`config.mk`:
```
export PLATFORM = sky130hd
export DESIGN_NAME = cam_capture_gray
export DESIGN_NICKNAME = d
export VERILOG_FILES = /design/src/rtl/cam_capture_gray.sv
export SDC_FILE = /design/constraint.sdc
export NUM_CORES = 1
export LEC_CHECK = 0
export ABC_CLOCK_PERIOD_IN_PS = 2490
export CORE_MARGIN = 10
export CORE_UTILIZATION = 47
export DETAILED_ROUTE_END_ITERATION = 12
export MAX_ROUTING_LAYER = met4
export PLACE_DENSITY = 0.76
export SLEW_MARGIN = 0
export SYNTH_ARGS = -nofsm -noshare
export SYNTH_HDL_FRONTEND = slang
export SYNTH_SLANG_ARGS = --single-unit
```
`constraint.sdc`:
```
create_clock -name pixel_clk -period 2.49 [get_ports pixel_clk]
set_input_delay 0.498 -clock pixel_clk [delete_from_list [all_inputs] [get_ports pixel_clk]]
set_output_delay 0.498 -clock pixel_clk [all_outputs]
set_load 0.005 [all_outputs]
```
`src/rtl/cam_capture_gray.sv`:
```
// cam_capture_gray: camera-side capture stage; YUV422 bytes -> 4-bit grey
// frame-buffer writes at y*H_ACTIVE+x, framed by VSYNC/HREF.
// Ports: pixel_clk, reset (sync, active-high), capture_en, cam_vsync,
//   cam_href, cam_d[7:0] in; wr_en, wr_addr, wr_data[3:0], outX[9:0],
//   outY[8:0], frame_done out; line_err out when CAPTURE_ERR_EN is defined.
// Optional macro: CAPTURE_ERR_EN (sticky wrong-line-length flag).
module cam_capture_gray #(
    parameter int H_ACTIVE = 640,
    parameter int V_ACTIVE = 480,
    parameter int ADDR_W   = 19,
    parameter bit Y_FIRST  = 1'b1
) (
    input  logic              pixel_clk,
    input  logic              reset,
    input  logic              capture_en,
    input  logic              cam_vsync,
    input  logic              cam_href,
    input  logic [7:0]        cam_d,
    output logic              wr_en,
    output logic [ADDR_W-1:0] wr_addr,
    output logic [3:0]        wr_data,
    output logic [9:0]        outX,
    output logic [8:0]        outY,
    output logic              frame_done
`ifdef CAPTURE_ERR_EN
    ,
    output logic              line_err
`endif
);

    typedef enum logic [1:0] {
        SYNC,
        CAPTURE,
        SKIP,
        SYNC_WAIT
    } state_t;

    localparam logic [10:0]       H_LIM = 11'(H_ACTIVE);
    localparam logic [9:0]        V_LIM = 10'(V_ACTIVE);
    localparam logic [ADDR_W-1:0] H_MUL = ADDR_W'(H_ACTIVE);

    state_t      state;
    logic        vs_r, hr_r, vs_d, hr_d;
    logic [3:0]  d_hi;
    logic        phase;
    logic [3:0]  luma;
    logic        pix_vld;
    logic [3:0]  pix_luma;

    // Only the high nibble reaches the grey output.
    logic unused_lo;
    assign unused_lo = ^cam_d[3:0];

    logic vs_fall, vs_rise, hr_fall;
    assign vs_fall = vs_d & ~vs_r;
    assign vs_rise = ~vs_d & vs_r;
    assign hr_fall = hr_d & ~hr_r;

    logic              x_ok, y_ok;
    logic [ADDR_W-1:0] addr_calc;
    assign x_ok      = {1'b0, outX} < H_LIM;
    assign y_ok      = {1'b0, outY} < V_LIM;
    assign addr_calc = ADDR_W'(outY) * H_MUL + ADDR_W'(outX);

`ifdef CAPTURE_ERR_EN
    // Pixels completed on this line, counting one finishing this cycle.
    logic [10:0] line_cnt;
    assign line_cnt = {1'b0, outX} + 11'(pix_vld);
`endif

    always_ff @(posedge pixel_clk) begin
        if (reset) begin
            state      <= SYNC;
            vs_r       <= 1'b0;
            hr_r       <= 1'b0;
            vs_d       <= 1'b0;
            hr_d       <= 1'b0;
            d_hi       <= '0;
            phase      <= 1'b0;
            luma       <= '0;
            pix_vld    <= 1'b0;
            pix_luma   <= '0;
            wr_en      <= 1'b0;
            wr_addr    <= '0;
            wr_data    <= '0;
            outX       <= '0;
            outY       <= '0;
            frame_done <= 1'b0;
`ifdef CAPTURE_ERR_EN
            line_err   <= 1'b0;
`endif
        end else begin
            vs_r       <= cam_vsync;
            hr_r       <= cam_href;
            d_hi       <= cam_d[7:4];
            vs_d       <= vs_r;
            hr_d       <= hr_r;
            wr_en      <= 1'b0;
            frame_done <= 1'b0;

            // Byte pairing: phase restarts at 0 on every line.
            phase   <= hr_r & ~phase;
            pix_vld <= hr_r & phase;
            if (hr_r && !phase)
                luma <= d_hi;
            pix_luma <= Y_FIRST ? luma : d_hi;

            if (state == CAPTURE) begin
                if (pix_vld) begin
                    if (x_ok && y_ok) begin
                        wr_en   <= 1'b1;
                        wr_addr <= addr_calc;
                        wr_data <= pix_luma;
                    end
                    if (outX != 10'h3ff)
                        outX <= outX + 10'd1;
                end
                // Line end wins over the increment of a pixel finishing now.
                if (hr_fall) begin
                    outX <= '0;
                    if (outY != 9'h1ff)
                        outY <= outY + 9'd1;
`ifdef CAPTURE_ERR_EN
                    if (line_cnt != H_LIM)
                        line_err <= 1'b1;
`endif
                end
            end

            unique case (state)
                SYNC, SYNC_WAIT: begin
                    if (vs_fall) begin
                        state <= capture_en ? CAPTURE : SKIP;
`ifdef CAPTURE_ERR_EN
                        if (capture_en)
                            line_err <= 1'b0;
`endif
                    end
                end
                CAPTURE: begin
                    if (vs_rise) begin
                        frame_done <= 1'b1;
                        state      <= SYNC_WAIT;
                    end
                end
                SKIP: begin
                    if (vs_rise)
                        state <= SYNC_WAIT;
                end
                default: state <= SYNC;
            endcase

            if (vs_fall) begin
                outX <= '0;
                outY <= '0;
            end
        end
    end

endmodule
```
==> run metrics <==
share of the synthesized area in the top cell type 40.8%; diodes inserted 0; sw frac 22.4%; area grow syn2layout 34.6%; Worst path slowest cell fa_2; Placed Area 3900 µm²; Max Buffers Root-to-Sink 2; starting density of the core 48.9%; worst hold slack 0.435 ns; Syn Area/Cell 9.01 µm²; Worst Skew 0.00746 ns; H-tree Lvls 3; GRT Resource Usage Total 14.2%; I/O pins 57; DIE AREA 10400 µm²; row count 29; Min-Delay Startpoint phase; Die Width 102 µm; Int Power 1.64 mW; fmax 0.397 GHz; total number of vias 2611; RSZ-0062 raised after global routing yes; DRT Pass-1 Iters 5; failing checks setup timing; RR Startpoint outY[3]; global-route wire length before repair 11400 µm; clock latency on the worst-skew pair 0.36 ns; final hold vios 0; Netlist Area Pre-Place 3140 µm²; cell count after synthesis 349; critical path required time 2.73 ns; power per cell area 501 nW/µm²; Leak 1.60 nW; number of DRC markers in iteration 0 124; CTS sink cnt 64; CTS Buf Count 9; crit end category flop; # hold bufs at CTS 0; estimated wirelength of the detail-placed design 5210 µm; grt total ovfl 0; Seq cells post-synth 64; Commonest cells post-synth dfxtp_1, nand2_1, nor2_1, a21oi_1, ha_1; number of global-route vias before repair 2443; Buf+Inv Stages, Crit Path 0; reg2reg end wr_addr[17]; root buffer cell clkbuf_8; setup slack after layout -0.0274 ns; post-route cell area 4230 µm²; clock power share 47.5%; Max Cap Viol 0; Crit Path Class reg2reg; Startpoint Class flop; most used cell, CP ha_4; Cells on Worst Hold Path 1; fillcell total 512; DRC 0; Worst-Margin Slew 0.479 ns; Switch Pwr 475 µW; layout cells sized above 1 18.0%; asr flop ratio synth 0%; port buffer count 52; layout net count 458; core area 6420 µm²; Yosys top cell by area dfxtp_1; status complete, but fails checks; WP depth 9; Clk pin slew, worst setup/hold paths 0.07 ns; CTS tree done; Slew Limit Headroom 68.0%; ranking of synthesized cells by area dfxtp_1, ha_1, nand2_1; critical path cell sequence ha_4 > ha_4 > fa_2 > xor2_2 > o2111ai_2 > nor4_4 > nand4_1 > and2_1 > o31a_1; final worst-path cycle share 101%; part of the power in registers 49.2%; peak supply drop 0.418 mV; fraction of the yosys area taken by sequential cells 40.8%; r2r setup slk -0.03 ns; final core occ 65.9%; drt via density 5.18; minimum clock period 2.52 ns; Syn Nets 385; most numerous cell in the Yosys netlist dfxtp_1; min-delay worst type reg2reg; Post-synth top flop dfxtp_1; delay-heaviest family, CP adder cells; number of synthesis warnings 0; largest net degree at the start of global routing 25; wire length per cell 14.0 µm; Worst Hold Path EP phase; routability cong. 0.843; initial antenna violation count 0; number of flops mapped to enable cells by yosys 0; Worst Path Max Fanout 3; Comb pwr share 3.3%; Routed Antenna Nets 0; cells on worst reg2reg path 9; Routed WL 7070 µm; synth unique cells 52; final setup fails 1; max-slew violations 0; CP Data Arrival Time 2.76 ns; Crit path largest cell delay 0.39 ns; DIE HEIGHT 102 µm
through the flow:
stage	worst slack, ns	TNS [ns]	std cells	power [mW]
after floorplan	0.00573	0	349	1.11
after global placement	-0.0507	-0.0823	487	1.13
after detailed placement	-0.0648	-0.128	487	1.14
after CTS	0.00146	0	503	2.14
after global routing	-0.144	-0.169	504	2.18
final	-0.0274	-0.0274	504	2.12
sequential cells by signal, summed over array words and instances (netlist names), 2 cells and up:
signal    flops
luma          4
d_hi          4
pix_luma      4
outX         10
wr_data       4
wr_addr      19
state         2
outY          9
layout by cell type (no fill, tap or decap), types with 14 or more instances in the layout:
master	netlist	layout
dfxtp_1	64	60
clkdlybuf4s50_1	0	52
nand2_1	44	44
nor2_1	41	39
buf_4	7	30
a21oi_1	26	26
nor2b_1	18	17
xor2_1	14	14
ha_1	21	14
cell type report:
type | count | area, µm² | share of cell area (%)
tap | 77 | 96.3 | 2.28
multi-input combinational | 259 | 1850 | 43.7
inverter | 6 | 22.5 | 0.532
clock inverter | 7 | 103 | 2.43
sequential | 64 | 1290 | 30.5
timing repair buffer | 82 | 746 | 17.6
clock buffer | 9 | 124 | 2.93
worst max path at each step:
stage,start,end
detailed placement,outY[2],wr_addr[17]
CTS,outY[2],wr_addr[16]
floorplan,outY[3],wr_addr[17]
finish,outY[3],wr_addr[17]
global placement,outY[1],wr_addr[17]
global route,outY[3],wr_addr[17]
logic make-up (layout without fill, tap and decap cells):
| group | count (synthesis) | after routing | share of synthesized area, % |
|---|---|---|---|
| buffers and inverters | 26 | 104 | 3.94 |
| muxes | 4 | 4 | 1.27 |
| AOI/OAI and AO/OA | 61 | 61 | 13.6 |
| adders and majority gates | 23 | 23 | 9.63 |
| and+or+nand+nor | 147 | 147 | 23.8 |
| xor gates and xnor gates | 24 | 24 | 6.93 |
| DFF | 64 | 64 | 40.8 |
routing by layer:
metal  part of all wire (%)  global-route usage (%)  vias to the layer above  routed length (µm)
met5                      0                       -                        -                   0
met3                    4.4                    3.61                       12                 309
met2                     47                    21.4                       43                3320
met1                     47                    17.1                     1211                3290
met4                    2.0                    7.59                        0                 143
li1                       -                       -                     1345                   -
timing repair:
item                       in CTS  in global routing
setup buffers                   0                  1
setup endpoints to repair       3                  5
resized for setup               6                 13
cloned                          0                  0
pin swaps                       3                 14
power by group through the flow:
| stage | Combinational, mW | Sequential [mW] | Clock [mW] |
|---|---|---|---|
| global placement | 0.0679 | 1.07 | 0 |
| CTS | 0.0706 | 1.04 | 1.02 |
| floorplan | 0.0445 | 1.07 | 0 |
| detailed placement | 0.0703 | 1.07 | 0 |
| global route | 0.0770 | 1.04 | 1.06 |
| finish | 0.0705 | 1.04 | 1.01 |
No activity file was read; power rests on OpenSTA's default activity.
